==> config.mk <==
export PLATFORM = sky130hd
export DESIGN_NAME = remote_keypad_encoder
export DESIGN_NICKNAME = d
export VERILOG_FILES = /design/src/rtl/remote_pkg.sv /design/src/rtl/remote_debounce.sv /design/src/rtl/remote_keypad_encoder.sv
export SDC_FILE = /design/constraint.sdc
export NUM_CORES = 1
export LEC_CHECK = 0
export ABC_AREA = 1
export CAP_MARGIN = 20
export CORE_ASPECT_RATIO = 0.7
export CORE_MARGIN = 3
export CORE_UTILIZATION = 45
export CTS_CLUSTER_SIZE = 12
export DETAILED_ROUTE_END_ITERATION = 10
export GPL_TIMING_DRIVEN = 0
export PLACE_DENSITY = 0.75
export SKIP_LAST_GASP = 1
export SLEW_MARGIN = 20
export SYNTH_ARGS = -nofsm -noshare
export SYNTH_HDL_FRONTEND = slang
export SYNTH_SLANG_ARGS = --single-unit
==> constraint.sdc <==
create_clock -name clk -period 2.2 [get_ports clk]
set_input_delay 0.44 -clock clk [delete_from_list [all_inputs] [get_ports clk]]
set_output_delay 0.44 -clock clk [all_outputs]
set_load 0.005 [all_outputs]
==> src/rtl/remote_pkg.sv <==
// Shared constants, state type and bit helpers for the IR remote keypad encoder.
// Used by remote_debounce and remote_keypad_encoder.
package remote_pkg;

    localparam int unsigned NUM_KEYS     = 8;
    localparam logic [7:0]  SAMSUNG_ADDR = 8'h07;

    // Samsung command codes, indexed by keypad bit: power, vol+, vol-, ch+, ch-, mute, source, menu.
    localparam logic [7:0] KEY_CODES [NUM_KEYS] = '{
        8'h02, 8'h07, 8'h0B, 8'h12, 8'h10, 8'h0F, 8'h01, 8'h1A
    };

    typedef enum logic [1:0] {
        IDLE = 2'd0,
        SEND = 2'd1,
        GAP  = 2'd2,
        HELD = 2'd3
    } encoder_state_t;

    function automatic logic [7:0] rev8(input logic [7:0] b);
        logic [7:0] r;
        for (int i = 0; i < 8; i++) begin
            r[i] = b[7-i];
        end
        return r;
    endfunction

    // The transmitter shifts MSB first while Samsung puts each byte on air LSB first.
    function automatic logic [31:0] samsung_frame(input logic [7:0] code);
        return {rev8(SAMSUNG_ADDR), rev8(SAMSUNG_ADDR), rev8(code), rev8(~code)};
    endfunction

endpackage

==> src/rtl/remote_debounce.sv <==
// Two-flop synchronizer followed by a stability counter; the output vector only
// follows the synchronized input after CYCLES consecutive unchanged cycles.
module remote_debounce #(
    parameter int unsigned WIDTH  = 8,
    parameter int unsigned CYCLES = 500_000
) (
    input  logic             clk,
    input  logic             reset_n,
    input  logic [WIDTH-1:0] din,
    output logic [WIDTH-1:0] dout
);

    localparam logic [31:0] CNT_LAST = 32'(CYCLES - 1);

    logic [WIDTH-1:0] sync1_q;
    logic [WIDTH-1:0] sync2_q;
    logic [WIDTH-1:0] stable_q;
    logic [WIDTH-1:0] stable_d;
    logic [31:0]      cnt_q;
    logic [31:0]      cnt_d;

    // cnt_q saturates at CNT_LAST, meaning sync2_q has held for CYCLES cycles.
    always_comb begin
        stable_d = stable_q;
        cnt_d    = cnt_q;
        if (cnt_q == CNT_LAST) begin
            stable_d = sync2_q;
        end
        if (sync1_q != sync2_q) begin
            cnt_d = '0;
        end else if (cnt_q != CNT_LAST) begin
            cnt_d = cnt_q + 32'd1;
        end
    end

    always_ff @(posedge clk or negedge reset_n) begin
        if (!reset_n) begin
            sync1_q  <= '0;
            sync2_q  <= '0;
            stable_q <= '0;
            cnt_q    <= '0;
        end else begin
            sync1_q  <= din;
            sync2_q  <= sync1_q;
            stable_q <= stable_d;
            cnt_q    <= cnt_d;
        end
    end

    assign dout = stable_q;

endmodule

==> src/rtl/remote_keypad_encoder.sv <==
// Keypad front end for the Samsung IR transmitter: debounce, lowest-index key wins,
// frame build and frame-spacing FSM. Define REMOTE_REPEAT_EN to enable auto-repeat.
module remote_keypad_encoder
    import remote_pkg::*;
#(
    parameter int unsigned DEBOUNCE_CYCLES  = 500_000,
    parameter int unsigned FRAME_GAP_CYCLES = 4_200_000,
    parameter int unsigned REPEAT_CYCLES    = 5_400_000
) (
    input  logic        clk,
    input  logic        reset_n,
    input  logic [7:0]  keys,
    output logic [31:0] command_out,
    output logic        busy
);

    localparam logic [31:0] GAP_LAST = 32'(FRAME_GAP_CYCLES - 1);

    if (DEBOUNCE_CYCLES == 0 || FRAME_GAP_CYCLES == 0 || REPEAT_CYCLES == 0) begin : g_param_check
        $error("remote_keypad_encoder: cycle parameters must be at least 1");
    end

`ifdef REMOTE_REPEAT_EN
    localparam logic [31:0] REP_LAST = 32'(REPEAT_CYCLES - 1);

    if (REPEAT_CYCLES < FRAME_GAP_CYCLES) begin : g_repeat_check
        $error("remote_keypad_encoder: REPEAT_CYCLES must be >= FRAME_GAP_CYCLES");
    end
`endif

    logic [7:0]     deb_keys;
    logic           win_valid;
    logic [2:0]     win_idx;

    encoder_state_t state_q, state_d;
    logic [2:0]     idx_q, idx_d;
    logic [31:0]    gap_q, gap_d;
    logic           busy_q, busy_d;
    logic [31:0]    cmd_q, cmd_d;
`ifdef REMOTE_REPEAT_EN
    logic [31:0]    rep_q, rep_d;
    logic           lock_q, lock_d;
`endif

    remote_debounce #(
        .WIDTH  (8),
        .CYCLES (DEBOUNCE_CYCLES)
    ) u_debounce (
        .clk     (clk),
        .reset_n (reset_n),
        .din     (keys),
        .dout    (deb_keys)
    );

    // Scan from the top so the lowest set bit is the last to assign.
    always_comb begin
        win_valid = |deb_keys;
        win_idx   = '0;
        for (int i = 7; i >= 0; i--) begin
            if (deb_keys[i]) begin
                win_idx = 3'(i);
            end
        end
    end

    always_comb begin
        state_d = state_q;
        idx_d   = idx_q;
        gap_d   = gap_q;
        busy_d  = busy_q;
        cmd_d   = '0;
`ifdef REMOTE_REPEAT_EN
        rep_d   = rep_q;
        lock_d  = lock_q;
`endif
        case (state_q)
            IDLE: begin
                if (win_valid) begin
                    idx_d   = win_idx;
                    state_d = SEND;
                end
            end
            SEND: begin
                cmd_d   = samsung_frame(KEY_CODES[idx_q]);
                busy_d  = 1'b1;
                gap_d   = GAP_LAST;
                state_d = GAP;
`ifdef REMOTE_REPEAT_EN
                rep_d   = 32'd1;
                lock_d  = 1'b0;
`endif
            end
            GAP: begin
                if (gap_q == '0) begin
                    busy_d  = 1'b0;
                    state_d = HELD;
                end else begin
                    gap_d = gap_q - 32'd1;
                end
            end
            HELD: begin
                if (!win_valid) begin
                    state_d = IDLE;
                end
`ifdef REMOTE_REPEAT_EN
                else if (!lock_q && win_idx == idx_q && rep_q >= REP_LAST) begin
                    state_d = SEND;
                end
`endif
            end
            default: state_d = IDLE;
        endcase
`ifdef REMOTE_REPEAT_EN
        // Repeat timing runs from the pulse; any change of winner blocks repeats until release.
        if (state_q == GAP || state_q == HELD) begin
            if (rep_q < REP_LAST) begin
                rep_d = rep_q + 32'd1;
            end
            if (win_valid && win_idx != idx_q) begin
                lock_d = 1'b1;
            end
        end
`endif
    end

    always_ff @(posedge clk or negedge reset_n) begin
        if (!reset_n) begin
            state_q <= IDLE;
            idx_q   <= '0;
            gap_q   <= '0;
            busy_q  <= 1'b0;
            cmd_q   <= '0;
`ifdef REMOTE_REPEAT_EN
            rep_q   <= '0;
            lock_q  <= 1'b0;
`endif
        end else begin
            state_q <= state_d;
            idx_q   <= idx_d;
            gap_q   <= gap_d;
            busy_q  <= busy_d;
            cmd_q   <= cmd_d;
`ifdef REMOTE_REPEAT_EN
            rep_q   <= rep_d;
            lock_q  <= lock_d;
`endif
        end
    end

    assign command_out = cmd_q;
    assign busy        = busy_q;

endmodule

==> results.toml, run 1 <==
[run_status]
outcome = "finished clean"

[sta]
rsz0062_at_grt = "false"
period_share_pct = 92.1
drv_slew = 0
finalWorstSetupSlack_ps = 174
tightest_slew_ps = 579
min_period_ps = 2030
clock_skew_ps = 14.0
setup_violations = 0
relSlewSlack_pct = 61.4
fmax_mhz = 494
hold_ws_ps = 402
hold_viol = 0

[global_routing]
grt_pass1_wl_um = 23900
grt_use_total_pct = 20.3
first_global_vias = 4965
grt.overflow.total = 0
antenna_found_initial = 0
grt_max_degree = 81

[synthesis]
syn_area_sq_mm = 0.00594
synthCells = 820
yosys.area.top_type_share_pct = 44.2
avgSynthCellArea_sq_um = 7.25
yosysWarningCount = 0
synth_edf_count = 0
synth_flop_cell = "dfrtp_1"
yosys-top-cells-area = "dfrtp_1 44%, nand2_1 14%, nor2_1 8.8%"
ys_async_sr_fraction_pct = 100
yosys.area.top_type = "dfrtp_1"
synth_cell_type_count = 35
ys_ff_latch = 105
seq_area_frac_synth_pct = 44.2

[final_layout]
fin_nets = 894
final_cell_count_no_fill = 1039
multi_input_area_sq_mm = 0.00276
final_area_sq_mm = 0.00681
drive_gt1_share_pct = 8.21
diodes = 0
fillers = 1193
area_growth_pct = 14.5
seq_area_sq_mm = 0.00263

[clock_tree]
cts.clk_slew.worst_paths_ps = 70
clock_latency_ps = 350
cts_made_buffers = 9
cts_tree = "yes"
cts_sinks = 105
post_cts_buffers = 0
clock_path_buffers = 2
cts-root-buf = "clkbuf_16"
h-tree-depth = 3

[routing]
num_vias = 5288
route.detailed.drc = 0
drt_wl_total_um = 13800
antenna_left = 0
post_drt_wl_per_cell_um = 13.3
drt-initial-drc-count = 439
viasPerCell = 5.09
drt_pre_antenna_iters = 5

[critical_path]
worstPathArrival_ps = 2260
cp_max_fo = 10
cp.required_ps = 2440
reg2reg_slack_ps = 170
crit_path_start_kind = "register"
worst-setup-path-type = "reg2reg"
endpoint_kind = "register"

[run]
maxCapViolations = 0

[die]
start_util_pct = 46.9
dieArea_sq_mm = 0.0146
pin_count = 43
die_w_um = 143
core_sq_mm = 0.0127
std_cell_rows = 34
die_h_um = 102

[pwr]
ir_worst_vdd_mv = 0.355
power.density_mw_per_mm2 = 524
leakage_nw = 3.37

[placement]
placed_cell_area_sq_mm = 0.00651
dp_cells = 1024
dp_worst_setup_slack_ps = 84.5
place.gp.congestion = 0.952
portBuffers = 29
dpl.hpwl_um = 10300

[hold_path]
min_path_type = "reg2reg"
==> synth_stat cells, types with 2 or more instances <==
| cell type | count |
|---|---|
| nand2_1 | 219 |
| clkinv_1 | 2 |
| inv_1 | 96 |
| nand3_1 | 57 |
| ha_1 | 10 |
| nor3_1 | 19 |
| o21ai_2 | 7 |
| o21bai_1 | 7 |
| dfrtp_1 | 105 |
| nor2_1 | 139 |
| o21ai_1 | 9 |
| buf_4 | 21 |
| clkbuf_1 | 4 |
| xor2_1 | 9 |
| o21ai_0 | 38 |
| nor2_2 | 8 |
| buf_6 | 4 |
| buf_2 | 5 |
| inv_2 | 3 |
| nand4_1 | 24 |
| a21oi_1 | 20 |
==> metal layers <==
layer	vias up	global-route usage [%]	routed length, um
met4	0	4.49	120
met1	2433	30.9	6940
met3	12	4.91	1120
met2	168	29.2	5620
li1	2675	-	-
met5	-	0	0
==> stage by stage <==
stage	utilization, %	power (W)	TNS, ps
6_report	53.7	0.00357	0
5_1_grt	53.7	0.00370	0
4_1_cts	53.5	0.00361	0
3_5_place_dp	51.4	0.00210	0
3_3_place_gp	51.1	0.00209	-346870
2_1_floorplan	-	0.00203	0
==> cell usage in the layout, fill, tap and decap left out, drive strengths merged <==
cell / Yosys / routed
clkbuf: 4 / 13
dfrtp: 105 / 105
inv: 99 / 102
nand3b: 1 / 1
a21oi: 20 / 20
nand3: 58 / 58
nor3: 19 / 19
xnor2: 1 / 1
nor3b: 1 / 1
clkinv: 2 / 2
clkdlybuf4s50: 0 / 28
conb: 1 / 13
nor4: 1 / 1
a21o: 1 / 1
nor2: 149 / 149
dlygate4sd3: 0 / 1
buf: 30 / 32
o2111ai: 1 / 1
o21bai: 7 / 7
o21a: 1 / 1
nand4: 24 / 24
or2: 1 / 1
nand2: 220 / 220
o21ai: 54 / 54
ha: 10 / 10
a31oi: 1 / 1
clkinvlp: 0 / 2
xor2: 9 / 9
==> worst max-delay path, cell delays in order (launching register included) <==
cell and delay (ps):
dfrtp_1 420, inv_1 120, ha_1 150, buf_2 300, clkinvlp_4 290, nor2_4 260, nor2_8 80, buf_6 160
nand2_1 90, o21ai_2 50
==> state kept, by name, summed over array words and instances (netlist names) <==
register / count
u_debounce.sync2_q: 8
u_debounce.cnt_q: 32
busy: 1
idx_q: 3
command_out: 11
u_debounce.dout: 8
state_q: 2
gap_q: 32
u_debounce.sync1_q: 8
==> cell families (layout without fill, tap and decap cells) <==
logic type | count (synthesis) | in the layout | synth area share (%)
compound gates | 85 | 85 | 8.06
xor+xnor | 10 | 10 | 1.47
fa+ha+maj | 10 | 10 | 2.10
buf+inv | 135 | 180 | 10.5
flops | 105 | 105 | 44.2
other cells | 1 | 13 | 0.0631
simple gates | 474 | 474 | 33.6
==> worst paths after layout <==
check,start,depth (start not counted),endpoint
max,state_q[0],9,gap_q[30]
min,u_debounce.sync1_q[1],0,u_debounce.sync2_q[1]
max reg2reg,state_q[0],9,gap_q[30]
min reg2reg,u_debounce.sync1_q[1],0,u_debounce.sync2_q[1]
max in group asynchronous,reset_n,3,u_debounce.cnt_q[20]
min in group asynchronous,reset_n,2,command_out[14]
==> where the power goes <==
group	switching (W)	internal, W	total (W)
sequential	0.00000957	0.00194	0.00195
clock	0.000740	0.000770	0.00151
combinational	0.0000624	0.0000437	0.000106
total	0.000812	0.00276	0.00357
==> final cells by class <==
class | instances | area share, %
Multi-Input combinational cell | 592 | 40.5
Sequential cell | 105 | 38.6
Inverter | 101 | 5.62
Timing Repair Buffer | 31 | 4.83
Buffer | 34 | 3.57
Clock buffer | 9 | 3.31
Tap cell | 162 | 2.98
Clock inverter | 5 | 0.607
==> timing repair <==
action / in CTS / in global routing
hold endpoints to repair: 25 / 0
gates resized for setup: 0 / 5
endpoints found under the setup margin: 0 / 32
hold buffers: 1 / 0
No activity file was read; power rests on OpenSTA's default activity.
==> inputs of run 2 (changes only) <==
ABC_AREA = unset   (was 1)
==> run 2 against run 1 <==
Net effect:
- global-route usage shrank 3.0 points
- worst setup slack lost 130 ps
- critical path depth shrank 3
==> results.toml, run 2 <==
[sta]
fmax_mhz = 464
clock_skew_ps = 11.0
drv_slew = 0
relSlewSlack_pct = 63.9
min_period_ps = 2160
tightest_slew_ps = 541
setup_tns_ps = 0
setup_violations = 0
period_share_pct = 98.0
hold_viol = 0
rsz0062_at_grt = "true"

[critical_path]
worst-setup-path-type = "reg2reg"
reg2reg_slack_ps = 40
worstReg2RegStart = "u_debounce.cnt_q[24]"
r2r_end = "u_debounce.dout[5]"
endpoint_kind = "register"
worst-r2r-cell-count = 6
crit_path_start_kind = "register"
crit_start = "u_debounce.cnt_q[24]"
worstPathArrival_ps = 2400
cp.required_ps = 2450
cp_max_fo = 8

[die]
start_util_pct = 47.1
pin_count = 43
std_cell_rows = 32
die_h_um = 97.0
core_sq_mm = 0.0113
die_w_um = 136
dieArea_sq_mm = 0.0132

[synthesis]
synth_flop_cell = "dfrtp_1"
synth_top_cells_by_count = "105 x dfrtp_1, 57 x nor2_1, 42 x nand2_1, 30 x xor2_1, 22 x nand4_1"
yosys.area.top_type = "dfrtp_1"
yosys.area.top_type_share_pct = 49.4
ys_async_sr_fraction_pct = 100
ys_ff_latch = 105
syn_area_sq_mm = 0.00532
yosysMostFrequentCell = "dfrtp_1"
seq_area_frac_synth_pct = 49.4
yosysWarningCount = 0
yosys-top-cells-area = "dfrtp_1 49%, xor2_1 4.9%, nor2_1 4.0%"
avgSynthCellArea_sq_um = 10.3
synthCells = 514
synth_edf_count = 0
synth_cell_type_count = 59

[global_routing]
met3_usage_pct = 3.74
met1_usage_pct = 25.5
grt.overflow.total = 0
grt_max_degree = 81
grt_pass1_wl_um = 18500
grt_use_total_pct = 17.3
grtUsageMet2_pct = 25.7
gr-max-usage-layer = "met2"
first_global_vias = 3734
antenna_found_initial = 0

[routing]
drt-initial-drc-count = 224
drt_wl_total_um = 11300
post_drt_wl_per_cell_um = 15.1
viasPerCell = 5.50
drt_pre_antenna_iters = 5
route.detailed.drc = 0
antenna_left = 0
num_vias = 4097

[pwr]
ir_worst_vdd_mv = 0.478
p_total_w = 0.00361
leakage_nw = 2.99
power.density_mw_per_mm2 = 560

[run]
maxCapViolations = 0

[placement]
dpl.hpwl_um = 7950
portBuffers = 29
place.gp.congestion = 0.869

[hold_path]
min_delay_path_depth = 0
min_to = "u_debounce.sync2_q[2]"
min_path_type = "reg2reg"
hp-start = "u_debounce.sync1_q[2]"

[final_layout]
fin_nets = 607
final_cell_mix = "105 x dfrtp_1, 56 x nor2_1, 41 x nand2_1"
area_growth_pct = 21.1
fillers = 943
drive_gt1_share_pct = 18.9
final_common_cell = "dfrtp_1"
diodes = 0

[clock_tree]
cts_made_buffers = 9
h-tree-depth = 3
clock_latency_ps = 360
cts.clk_slew.worst_paths_ps = 70
cts_sinks = 105
cts_tree = "yes"
clock_path_buffers = 2
cts-root-buf = "clkbuf_16"

[run_status]
outcome = "finished clean"
## run 2: changes by cell type in the layout (fill, tap and decap cells not counted), sizes merged, moves of 8 or more
cell	previous run	this run
nor2	149	59
mux2i	0	9
o21ai	54	10
nand3	58	18
xor2	9	30
inv	102	16
or3	0	10
nor4	1	14
nand2	220	42
clkbuf	13	21
buf	32	47
mux2	0	8
and3	0	9
## run 2: worst max-delay path, stage by stage, from the launching register on
cell and delay (ps):
dfrtp_1 360, buf_2 180, nor4_4 290, nand4_1 200, nor4_4 480, buf_6 210
mux2_2 330
## run 2: layer usage
| metal | vias to the layer above | share of wire [%] | wire [um] |
|---|---|---|---|
| met1 | 2020 | 48 | 5390 |
| met3 | 24 | 5.2 | 586 |
| met2 | 103 | 45 | 5110 |
| met4 | 0 | 1.5 | 172 |
| met5 | - | 0 | 0 |
| li1 | 1950 | - | - |
## run 2: report_power, final
group	total, W	switching (W)	internal [W]
combinational	0.0000951	0.0000534	0.0000417
clock	0.00156	0.000757	0.000798
sequential	0.00195	0.0000108	0.00194
total	0.00361	0.000821	0.00278
## run 2: worst max path at each step
stage,to,slack [ps],cells after the start
after floorplan,state_q[1],120,8
after global placement,u_debounce.cnt_q[16],-3120,1
after detailed placement,state_q[1],-90,8
after CTS,state_q[1],-40,8
after global routing,gap_q[13],-60,7
final,u_debounce.dout[5],40,6
## run 2: repair_timing
item / in CTS / in global routing
hold endpoints to repair: 25 / 0
hold buffers: 1 / 0
gates cloned: 0 / 0
resized for setup: 5 / 19
pin swaps: 1 / 8
setup endpoints to repair: 12 / 34
setup buffers: 0 / 19
## run 2: cell families after synthesis
group                      count (synthesis)  share of synthesized area [%]
AOI/OAI and AO/OA                         66                           8.87
xor gates and xnor gates                  37                           6.09
adders and majority gates                 10                           2.35
buffers and inverters                     52                           5.53
DFF                                      105                           49.4
muxes                                     17                           3.39
other                                      1                         0.0705
and+or+nand+nor                          226                           24.3
## run 2: layout make-up
cell class | count | area [sq um] | share of cell area (%)
flip-flops and latches | 105 | 2630 | 40.8
multi-input cells | 369 | 2550 | 39.6
repair buffers | 50 | 472 | 7.32
plain buffers | 38 | 248 | 3.85
clock buffers | 9 | 225 | 3.50
well taps | 153 | 191 | 2.97
clock inverters | 7 | 75.1 | 1.17
inverters | 14 | 52.6 | 0.816
## run 2: through the flow
stage	instance area [sq um]	std cells	util [%]	setup WS, ps	hold slack (ps)
2_1_floorplan	5360	526	-	120	144
3_5_place_dp	5870	709	52.0	-85.7	316
4_1_cts	6200	726	54.9	-36.2	405
6_report	6440	745	57.0	44.2	400
3_3_place_gp	5850	708	51.8	-3120	379
5_1_grt	6440	745	57.0	-62.4	409
==> inputs of run 3 (changes only) <==
SYNTH_HIERARCHICAL = 1   (was unset)
==> run 3 against run 2 <==
Net effect:
- the flow now finishes with violations (setup timing)
- total power rose by 4.3%
- first-iteration DRC count rose by 68%
- die area fell by 1.8%
- via count rose by 3.4%
- register-to-register slack got worse by 310 ps
- global-route usage rose by 1.2 points
- wire length rose by 8.9%
- largest power group unchanged
==> results.toml, run 3 <==
[run_status]
outcome = "complete, but fails checks"
violations = "setup timing"

[sta]
drv_slew = 0
hold_viol = 0
hold_ws_ps = 395
finalWorstSetupSlack_ps = -268
relSlewSlack_pct = 56.1
rsz0062_at_grt = "true"
fmax_mhz = 405
period_share_pct = 112
clock_skew_ps = 12.0
min_period_ps = 2470
setup_violations = 34
tightest_slew_ps = 659
setup_tns_ps = -4170

[synthesis]
synth_top_cells_by_count = "105 x dfrtp_1, 34 x nor2_1, 27 x nand2_1, 22 x buf_4, 22 x nor4_1"
synthMuxAreaShare_pct = 4.63
synth_cell_type_count = 61
yosys.area_share.simple_pct = 22.8
synth_edf_count = 0
synth_top_family_by_area = "simple AND/OR/NAND/NOR gates"
synth_xor_area_share_pct = 4.87
yosysMostFrequentCell = "dfrtp_1"
synth_flop_cell = "dfrtp_1"
ys_async_sr_fraction_pct = 100
yosysWarningCount = 6
synthCells = 488
seq_area_frac_synth_pct = 50.4
syn_area_sq_mm = 0.00522
synthAdderAreaFrac_pct = 2.40
synth_compound_area_share_pct = 9.09
yosys.area.top_type = "dfrtp_1"
ys_ff_latch = 105
yosys-top-cells-area = "dfrtp_1 50%, xnor2_1 3.2%, buf_4 3.2%"
yosys.area.top_type_share_pct = 50.4
avgSynthCellArea_sq_um = 10.7

[critical_path]
worst-r2r-cell-count = 7
worstPathArrival_ps = 2720
worst-setup-path-type = "reg2reg"
reg2reg_slack_ps = -270
crit_start = "gap_q[10]"
cp.required_ps = 2450
endpoint_kind = "register"
worstReg2RegStart = "gap_q[10]"
crit_path_start_kind = "register"
r2r_end = "gap_q[6]"
cp_max_fo = 6

[global_routing]
grtUsageMet2_pct = 27.7
grt_pass1_wl_um = 18900
gr-max-usage-layer = "met2"
grt.overflow.total = 0
met1_usage_pct = 26.5
grt_use_total_pct = 18.4
first_global_vias = 3797
grt_max_degree = 71
met3_usage_pct = 4.65
antenna_found_initial = 0

[hold_path]
min_delay_path_depth = 0
hp-start = "u_debounce/sync1_q[5]"
min_to = "u_debounce/sync2_q[5]"
min_path_type = "reg2reg"

[routing]
drt-initial-drc-count = 377
drt_pre_antenna_iters = 5
num_vias = 4238
post_drt_wl_per_cell_um = 16.6
viasPerCell = 5.73
route.detailed.drc = 0
drt_wl_total_um = 12300
antenna_left = 0

[clock_tree]
cts_sinks = 105
clock_latency_ps = 360
h-tree-depth = 3
cts_tree = "yes"
cts-root-buf = "clkbuf_16"
cts_made_buffers = 9
clock_path_buffers = 2
cts.clk_slew.worst_paths_ps = 80

[final_layout]
area_growth_pct = 30.1
final_cell_mix = "101 x dfrtp_1, 56 x buf_4, 34 x nor2_1"
fin_nets = 602
diodes = 0
drive_gt1_share_pct = 26.4
final_common_cell = "dfrtp_1"

[placement]
place.gp.congestion = 0.889
dp_worst_setup_slack_ps = -497
portBuffers = 29
dpl.hpwl_um = 7720

[die]
core_sq_mm = 0.0112
start_util_pct = 46.7
std_cell_rows = 32
dieArea_sq_mm = 0.0129
die_h_um = 96.1
die_w_um = 135
pin_count = 43

[pwr]
power.density_mw_per_mm2 = 554
leakage_nw = 3.01
ir_worst_vdd_mv = 0.436
p_total_w = 0.00376

[run]
maxCapViolations = 0
[run 3: changes by cell type in the layout (fill, tap and decap cells not counted), moves of 5 or more]
cell | before | now
buf_4 | 40 | 56
nand2_1 | 41 | 27
or4_1 | 1 | 8
a31o_2 | 6 | 0
xor2_1 | 30 | 10
nor2_1 | 56 | 34
xnor2_1 | 7 | 19
nand4_1 | 22 | 16
o211ai_1 | 3 | 11
nor3_2 | 7 | 1
mux2i_1 | 9 | 14
buf_6 | 3 | 10
or4_4 | 1 | 6
and4_1 | 1 | 6
[run 3: power by group]
part,switching (W),total (W),internal [W]
Clock,0.000792,0.00171,0.000915
Sequential,0.0000111,0.00195,0.00194
Combinational,0.0000537,0.0000988,0.0000451
[run 3: worst max-delay path by stage]
stage	endpoint	slack, ps	cells after the start
after detailed placement	gap_q[31]	-500	6
after global routing	state_q[0]	-300	7
after floorplan	gap_q[2]	-230	7
final	gap_q[6]	-270	7
after global placement	u_debounce/sync1_q[5]	-3300	1
after CTS	gap_q[4]	-250	6
[run 3: repair_timing]
| item | CTS | global route |
|---|---|---|
| buffers inserted | 22 | 21 |
| hold endpoints to repair | 35 | 0 |
| gates cloned | 1 | 0 |
| hold buffers | 1 | 0 |
| gates resized for setup | 29 | 43 |
| pin swaps | 7 | 18 |
| endpoints found under the setup margin | 37 | 44 |
[run 3: layout make-up]
cell class | count | area [sq um]
buffer | 36 | 249
clock buffer | 9 | 225
clock inverter | 7 | 93.8
fill | 867 | 4380
inverter | 12 | 45.0
multi-input combinational | 343 | 2660
sequential | 105 | 2630
tap | 153 | 191
timing repair buffer | 75 | 689
[run 3: stage by stage]
stage | util [%] | area, sq um | cells
final | 60.8 | 6790 | 740
after global routing | 60.8 | 6790 | 740
after CTS | 57.8 | 6450 | 721
after detailed placement | 52.0 | 5810 | 683
after global placement | 51.8 | 5780 | 682
after floorplan | - | 5300 | 500
[run 3: kinds of logic after synthesis]
kind of cell | Yosys count
other | 1
xor gates and xnor gates | 29
and+or+nand+nor | 201
buffers and inverters | 52
DFF | 105
AOI/OAI and AO/OA | 67
muxes | 23
adders and majority gates | 10
[run 3: critical path, cell delays in order (launching register included)]
cell and delay (ps):
dfrtp_1 380, or4_4 540, or4_4 500, buf_4 170
o31a_1 260, clkbuf_8 170, nand3_2 70, mux2i_1 270
[run 3: layer usage]
metal	routed length [um]	share of wire [%]
met3	990	8.1
met5	0	0
met4	261	2.1
met2	5550	45
met1	5460	45
